File: src/rtl/mac_job_sequencer_if.sv
// Purpose: bundles the command, operand-memory and result signals of mac_job_sequencer.
// Latency: none; this file only declares wires and modports.
// Backpressure: cmd_valid/cmd_ready and res_valid/res_ready are plain valid/ready pairs.
// Ports: slave = sequencer side (drives cmd_ready, mem_*_addr, mem_rd_en, res_*, busy);
//        master = host + memory side (drives cmd_*, mem_*_rdata, res_ready).
interface mac_job_sequencer_if #(
    parameter int DATA_W = 32,
    parameter int ACC_W  = 64,
    parameter int ADDR_W = 10,
    parameter int LEN_W  = 10
) ();
    logic              cmd_valid;
    logic              cmd_ready;
    logic [ADDR_W-1:0] cmd_base_a;
    logic [ADDR_W-1:0] cmd_base_b;
    logic [LEN_W-1:0]  cmd_len;
    logic              mem_rd_en;
    logic [ADDR_W-1:0] mem_a_addr;
    logic [ADDR_W-1:0] mem_b_addr;
    logic [DATA_W-1:0] mem_a_rdata;
    logic [DATA_W-1:0] mem_b_rdata;
    logic              res_valid;
    logic              res_ready;
    logic [ACC_W-1:0]  res_data;
    logic              busy;

    modport slave (
        input  cmd_valid, cmd_base_a, cmd_base_b, cmd_len,
        input  mem_a_rdata, mem_b_rdata, res_ready,
        output cmd_ready, mem_rd_en, mem_a_addr, mem_b_addr,
        output res_valid, res_data, busy
    );

    modport master (
        output cmd_valid, cmd_base_a, cmd_base_b, cmd_len,
        output mem_a_rdata, mem_b_rdata, res_ready,
        input  cmd_ready, mem_rd_en, mem_a_addr, mem_b_addr,
        input  res_valid, res_data, busy
    );
endinterface

File: src/rtl/mac_job_sequencer.sv
// Purpose: runs one dot-product job at a time: issues operand reads, multiply-accumulates, returns the sum.
// Latency: result valid len+MEM_LAT+1 edges after the command handshake (1 edge for len=0).
// Backpressure: cmd_ready only in IDLE; the result is held stable until res_ready, jobs never overlap.
// Ports: clk, rst (async, active-high); bus = mac_job_sequencer_if.slave (command, memory, result, busy).
module mac_job_sequencer #(
    parameter int DATA_W  = 32,
    parameter int ACC_W   = 64,
    parameter int ADDR_W  = 10,
    parameter int LEN_W   = 10,
    parameter int MEM_LAT = 1
) (
    input  logic                  clk,
    input  logic                  rst,
    mac_job_sequencer_if.slave    bus
);
    typedef enum logic [1:0] {S_IDLE, S_ISSUE, S_DRAIN, S_RESP} state_t;

    typedef struct packed {
        logic [ADDR_W-1:0] base_a;
        logic [ADDR_W-1:0] base_b;
        logic [LEN_W-1:0]  len;
    } job_t;

    localparam int DRN_W = $clog2(MEM_LAT + 2);

    state_t              r_state;
    state_t              w_state_nxt;
    job_t                r_job;
    logic [LEN_W-1:0]    r_idx;
    logic [DRN_W-1:0]    r_drain;
    logic [MEM_LAT-1:0]  r_vld_sr;
    logic [MEM_LAT-1:0]  r_first_sr;
    logic [DATA_W-1:0]   r_a;
    logic [DATA_W-1:0]   r_b;
    logic                r_s1_vld;
    logic                r_s1_first;
    logic [ACC_W-1:0]    r_acc;
    logic                w_cmd_hs;
    logic                w_issue;
    logic [2*DATA_W-1:0] w_prod;

    assign w_prod       = {{DATA_W{1'b0}}, r_a} * {{DATA_W{1'b0}}, r_b};
    assign bus.res_data = r_acc;

    always_comb begin
        w_state_nxt    = r_state;
        w_cmd_hs       = 1'b0;
        w_issue        = 1'b0;
        bus.cmd_ready  = 1'b0;
        bus.mem_rd_en  = 1'b0;
        bus.mem_a_addr = '0;
        bus.mem_b_addr = '0;
        bus.res_valid  = 1'b0;
        bus.busy       = 1'b1;
        case (r_state)
            S_IDLE: begin
                bus.cmd_ready = 1'b1;
                bus.busy      = 1'b0;
                w_cmd_hs      = bus.cmd_valid;
                // Zero-length jobs spend one cycle in DRAIN so the (zero) result
                // appears one edge after the handshake.
                if (w_cmd_hs)
                    w_state_nxt = (bus.cmd_len == '0) ? S_DRAIN : S_ISSUE;
            end
            S_ISSUE: begin
                w_issue        = 1'b1;
                bus.mem_rd_en  = 1'b1;
                bus.mem_a_addr = r_job.base_a + ADDR_W'(r_idx);
                bus.mem_b_addr = r_job.base_b + ADDR_W'(r_idx);
                if (r_idx == r_job.len - LEN_W'(1))
                    w_state_nxt = S_DRAIN;
            end
            S_DRAIN: begin
                // Counter reaches MEM_LAT on the cycle ending with the last accumulate edge.
                if (r_drain == DRN_W'(MEM_LAT))
                    w_state_nxt = S_RESP;
            end
            S_RESP: begin
                bus.res_valid = 1'b1;
                if (bus.res_ready)
                    w_state_nxt = S_IDLE;
            end
            default: w_state_nxt = S_IDLE;
        endcase
    end

    always_ff @(posedge clk or posedge rst) begin
        if (rst) r_state <= S_IDLE;
        else     r_state <= w_state_nxt;
    end

    always_ff @(posedge clk or posedge rst) begin
        if (rst) begin
            r_job      <= '0;
            r_idx      <= '0;
            r_drain    <= '0;
            r_vld_sr   <= '0;
            r_first_sr <= '0;
            r_a        <= '0;
            r_b        <= '0;
            r_s1_vld   <= 1'b0;
            r_s1_first <= 1'b0;
            r_acc      <= '0;
        end else begin
            if (w_cmd_hs) begin
                r_job.base_a <= bus.cmd_base_a;
                r_job.base_b <= bus.cmd_base_b;
                r_job.len    <= bus.cmd_len;
                r_idx        <= '0;
                r_drain      <= (bus.cmd_len == '0) ? DRN_W'(MEM_LAT) : '0;
            end else begin
                if (w_issue)
                    r_idx <= r_idx + LEN_W'(1);
                if (r_state == S_DRAIN)
                    r_drain <= r_drain + DRN_W'(1);
            end

            // Strobe tracker: the tail bit is set exactly while read data is on the bus.
            r_vld_sr[0]   <= w_issue;
            r_first_sr[0] <= w_issue && (r_idx == '0);
            for (int k = 1; k < MEM_LAT; k++) begin
                r_vld_sr[k]   <= r_vld_sr[k-1];
                r_first_sr[k] <= r_first_sr[k-1];
            end

            r_s1_vld   <= r_vld_sr[MEM_LAT-1];
            r_s1_first <= r_first_sr[MEM_LAT-1];
            if (r_vld_sr[MEM_LAT-1]) begin
                r_a <= bus.mem_a_rdata;
                r_b <= bus.mem_b_rdata;
            end

            // First element restarts the sum; zero-length jobs rely on the handshake clear.
            if (r_s1_vld)
                r_acc <= (r_s1_first ? '0 : r_acc) + ACC_W'(w_prod);
            else if (w_cmd_hs)
                r_acc <= '0;
        end
    end
endmodule

File: src/flat_wrapper.sv
// flat-port wrapper written by rule: the top's interface ports become plain ports
module mac_job_sequencer_flat 
#(
    parameter int DATA_W  = 32,
    parameter int ACC_W   = 64,
    parameter int ADDR_W  = 10,
    parameter int LEN_W   = 10,
    parameter int MEM_LAT = 1
)
  (clk, rst, bus_cmd_valid, bus_cmd_base_a, bus_cmd_base_b, bus_cmd_len, bus_mem_a_rdata, bus_mem_b_rdata, bus_res_ready, bus_cmd_ready, bus_mem_rd_en, bus_mem_a_addr, bus_mem_b_addr, bus_res_valid, bus_res_data, bus_busy);
  mac_job_sequencer_if #(.DATA_W(DATA_W), .ACC_W(ACC_W), .ADDR_W(ADDR_W), .LEN_W(LEN_W)) bus_i ();
  input  logic clk;
  input  logic rst;
  input wire logic [$bits(bus_i.cmd_valid)-1:0] bus_cmd_valid;
  input wire logic [$bits(bus_i.cmd_base_a)-1:0] bus_cmd_base_a;
  input wire logic [$bits(bus_i.cmd_base_b)-1:0] bus_cmd_base_b;
  input wire logic [$bits(bus_i.cmd_len)-1:0] bus_cmd_len;
  input wire logic [$bits(bus_i.mem_a_rdata)-1:0] bus_mem_a_rdata;
  input wire logic [$bits(bus_i.mem_b_rdata)-1:0] bus_mem_b_rdata;
  input wire logic [$bits(bus_i.res_ready)-1:0] bus_res_ready;
  output wire logic [$bits(bus_i.cmd_ready)-1:0] bus_cmd_ready;
  output wire logic [$bits(bus_i.mem_rd_en)-1:0] bus_mem_rd_en;
  output wire logic [$bits(bus_i.mem_a_addr)-1:0] bus_mem_a_addr;
  output wire logic [$bits(bus_i.mem_b_addr)-1:0] bus_mem_b_addr;
  output wire logic [$bits(bus_i.res_valid)-1:0] bus_res_valid;
  output wire logic [$bits(bus_i.res_data)-1:0] bus_res_data;
  output wire logic [$bits(bus_i.busy)-1:0] bus_busy;
  assign bus_i.cmd_valid = bus_cmd_valid;
  assign bus_i.cmd_base_a = bus_cmd_base_a;
  assign bus_i.cmd_base_b = bus_cmd_base_b;
  assign bus_i.cmd_len = bus_cmd_len;
  assign bus_i.mem_a_rdata = bus_mem_a_rdata;
  assign bus_i.mem_b_rdata = bus_mem_b_rdata;
  assign bus_i.res_ready = bus_res_ready;
  assign bus_cmd_ready = bus_i.cmd_ready;
  assign bus_mem_rd_en = bus_i.mem_rd_en;
  assign bus_mem_a_addr = bus_i.mem_a_addr;
  assign bus_mem_b_addr = bus_i.mem_b_addr;
  assign bus_res_valid = bus_i.res_valid;
  assign bus_res_data = bus_i.res_data;
  assign bus_busy = bus_i.busy;
  mac_job_sequencer #(.DATA_W(DATA_W), .ACC_W(ACC_W), .ADDR_W(ADDR_W), .LEN_W(LEN_W), .MEM_LAT(MEM_LAT)) u_core (.clk(clk), .rst(rst), .bus(bus_i));
endmodule
File: config.mk
export PLATFORM = sky130hd
export DESIGN_NAME = mac_job_sequencer_flat
export DESIGN_NICKNAME = d
export VERILOG_FILES = /design/src/rtl/mac_job_sequencer_if.sv /design/src/rtl/mac_job_sequencer.sv /design/src/flat_wrapper.sv
export SDC_FILE = /design/constraint.sdc
export NUM_CORES = 2
export LEC_CHECK = 0
export ABC_AREA = 1
export CORE_MARGIN = 3
export CORE_UTILIZATION = 50
export CTS_CLUSTER_DIAMETER = 120
export DETAILED_ROUTE_END_ITERATION = 7
export MAX_ROUTING_LAYER = met4
export PLACE_DENSITY_LB_ADDON = 0.08
export SYNTH_ARGS = -nofsm -noshare
export SYNTH_HDL_FRONTEND = slang
export SYNTH_SLANG_ARGS = --single-unit
export TNS_END_PERCENT = 1
File: constraint.sdc
create_clock -name clk -period 12.48 [get_ports clk]
set_input_delay 2.496 -clock clk [delete_from_list [all_inputs] [get_ports clk]]
set_output_delay 2.496 -clock clk [all_outputs]
set_load 0.03 [all_outputs]
==> flow_metrics.py <==
metrics = {
    "timing": {
        "slew_violations": 0,
        "max_freq_mhz": 135,
        "rsz0062_at_grt": "no",
        "clock_skew_ns": 0.0292,
        "hold_viol_final": 0,
        "min_period_ns": 7.41,
        "tightest_slew_ns": 1.16,
        "relSlewSlack": 0.224,
        "setup_violations": 0,
        "fin_setup_tns_ns": 0,
        "period_share": 0.594,
    },
    "setup_path": {
        "cp-start-kind": "register",
        "startpoint": "u_core.r_b[9]",
        "crit_top_cell": "fa_1",
        "max_stage_delay_ns": 0.68,
        "critical_path_required_ns": 12.89,
        "cp_data_arrival_time_ns": 7.82,
        "reg2reg_slack_ns": 5.07,
        "crit_fanout": 23,
        "crit_slowest_cell": "dfrtp_1",
        "worstSetupPathType": "register to register",
        "end_kind": "register",
        "r2r_start": "u_core.r_b[9]",
    },
    "clocking": {
        "cts.hold.buffers_added": 0,
        "cts_setup_buffers": 0,
        "cts_resized": 0,
        "cts_root_buffer": "clkbuf_16",
        "clkTransAtPathRegs_ns": 0.10,
        "clock_sinks": 176,
        "cts_tree": "yes",
        "clock_latency_ns": 0.52,
        "ctsHtreeMaxLevel": 4,
        "cts_buffer_depth": 2,
        "cts_inserted_buffers": 17,
    },
    "placed_design": {
        "dp_hpwl_um": 109000,
        "place_congestion": 0.995,
        "portBuffers": 185,
    },
    "logic_synthesis": {
        "yosysMostFrequentCell": "inv_1",
        "synthCells": 6115,
        "synth_edf_count": 0,
        "seq_area_frac_synth": 0.0957,
        "yosysWarnings": 0,
        "yosysTopAreaCellShare": 0.418,
        "synth.distinct_cells": 44,
        "synth-main-ff-cell": "dfrtp_1",
        "syn_nets": 7443,
        "async_flop_share": 1.00,
        "synthTopCellsByArea": "fa_1, inv_1, nand2_1, dfrtp_1, ha_1",
        "syn_area_mm2": 0.0460,
        "avgSynthCellArea_um2": 7.53,
        "synth_seq_cells": 176,
        "yosysTopAreaCell": "fa_1",
        "synth_top_cells_by_count": "inv_1, nand2_1, fa_1",
    },
    "hold_path": {
        "hp-class": "register to register",
        "min_from": "u_core.r_first_sr",
    },
    "grt": {
        "grt.overflow.total": 0,
        "grt_pass1_wl_um": 214000,
        "grt_max_degree": 74,
        "antenna_found_initial": 1,
        "grt_usage": 0.298,
        "grt_pass1_vias": 38500,
    },
    "route": {
        "drtAntennaViolNets": 0,
        "drt-pass1-iter-count": 5,
        "drt_iter0_markers": 2357,
        "drt_wl_total_um": 130000,
        "route.detailed.drc": 0,
        "vias_per_cell": 4.96,
        "num_vias": 36200,
        "wl_per_cell_um": 17.9,
    },
    "outcome": {
        "status": "complete, no violations",
    },
    "run": {
        "cap_violations": 0,
    },
    "finish": {
        "drive_gt1_frac": 0.0381,
        "nets": 7425,
        "fill_cells": 8911,
        "n_antenna_cell": 0,
        "syn2layout_area_growth_pct": 7.31,
    },
    "floorplan": {
        "die_area_mm2": 0.0958,
        "die_width_um": 309,
        "num_io_pins": 186,
        "die_h_um": 309,
        "coreArea_mm2": 0.0907,
        "rows": 110,
        "start_util": 0.508,
    },
}
## kinds of logic after synthesis
kind of cell | share of synthesized area
XOR/XNOR | 0.00397
buffers and inverters | 0.185
flip-flops | 0.0957
adder cells (fa/ha/maj) | 0.491
multiplexers | 0.0157
AND/OR/NAND/NOR | 0.184
AO/OA/AOI/OAI | 0.0248
## per-layer routing
layer | wire (um) | GRT usage | vias up
li1 | - | - | 16800
met1 | 59200 | 0.410 | 18200
met2 | 61600 | 0.479 | 969
met3 | 7260 | 0.0384 | 119
met4 | 2210 | 0.0577 | 0
met5 | 0 | - | -
## layout by cell type (no fill, tap or decap), types with 64 or more instances in the layout
cell type | synthesis | routed
a21oi_1 | 94 | 94
buf_4 | 1 | 70
clkdlybuf4s50_1 | 0 | 185
dfrtp_1 | 176 | 173
fa_1 | 961 | 961
ha_1 | 269 | 269
inv_1 | 1962 | 1961
mux2_2 | 64 | 64
nand2_1 | 1800 | 1800
nand3_1 | 97 | 97
nor2_1 | 170 | 169
o21ai_0 | 68 | 68
## path summary, 6_finish.rpt
path                                            to  cells after the start
min reg2reg                      u_core.r_s1_first                      0
min in group asynchronous         u_core.r_job[25]                      2
max reg2reg                u_core.bus.res_data[55]                     25
max                        u_core.bus.res_data[55]                     25
max in group asynchronous           u_core.r_b[26]                      4
min                              u_core.r_s1_first                      0
## critical path: cells and delay by family, from the launching register on
| kind | cells | cell delay [ns] |
|---|---|---|
| buffers and inverters | 6 | 0.82 |
| DFF | 1 | 0.68 |
| and+or+nand+nor | 10 | 1.17 |
| adders and majority gates | 9 | 4.60 |
## metrics by stage
| stage | setup slack (ns) | hold slack, ns | utilization | cells | cell area [um2] |
|---|---|---|---|---|---|
| after floorplan | 5.21 | 0.331 | - | 6115 | 46000 |
| after global placement | 5.11 | 0.335 | 0.538 | 7254 | 48800 |
| after detailed placement | 5.10 | 0.335 | 0.538 | 7254 | 48800 |
| after CTS | 5.07 | 0.354 | 0.545 | 7286 | 49400 |
| after global routing | 4.63 | 0.369 | 0.545 | 7286 | 49400 |
| final | 5.07 | 0.350 | 0.545 | 7286 | 49400 |
## registers in the layout (all words and copies together), names as in the netlist
name,flops
u_core.r_drain,2
u_core.r_first_sr,1
u_core.r_state,2
u_core.r_job,30
u_core.r_s1_first,1
u_core.r_idx,10
u_core.r_s1_vld,1
u_core.r_a,32
u_core.r_vld_sr,1
u_core.r_b,32
u_core.bus.res_data,64
## layout make-up
class | count | area, um2 | area share
clock buffer | 19 | 443 | 0.00897
multi-input combinational | 3673 | 33100 | 0.670
inverter | 1974 | 7420 | 0.150
sequential | 176 | 4410 | 0.0893
tap | 1176 | 1470 | 0.0298
timing repair buffer | 255 | 2380 | 0.0481
clock inverter | 13 | 166 | 0.00337
Power is left out: the tool's default activity adds up to more than one toggle a clock period on the data nets, which glitch-free logic cannot reach.
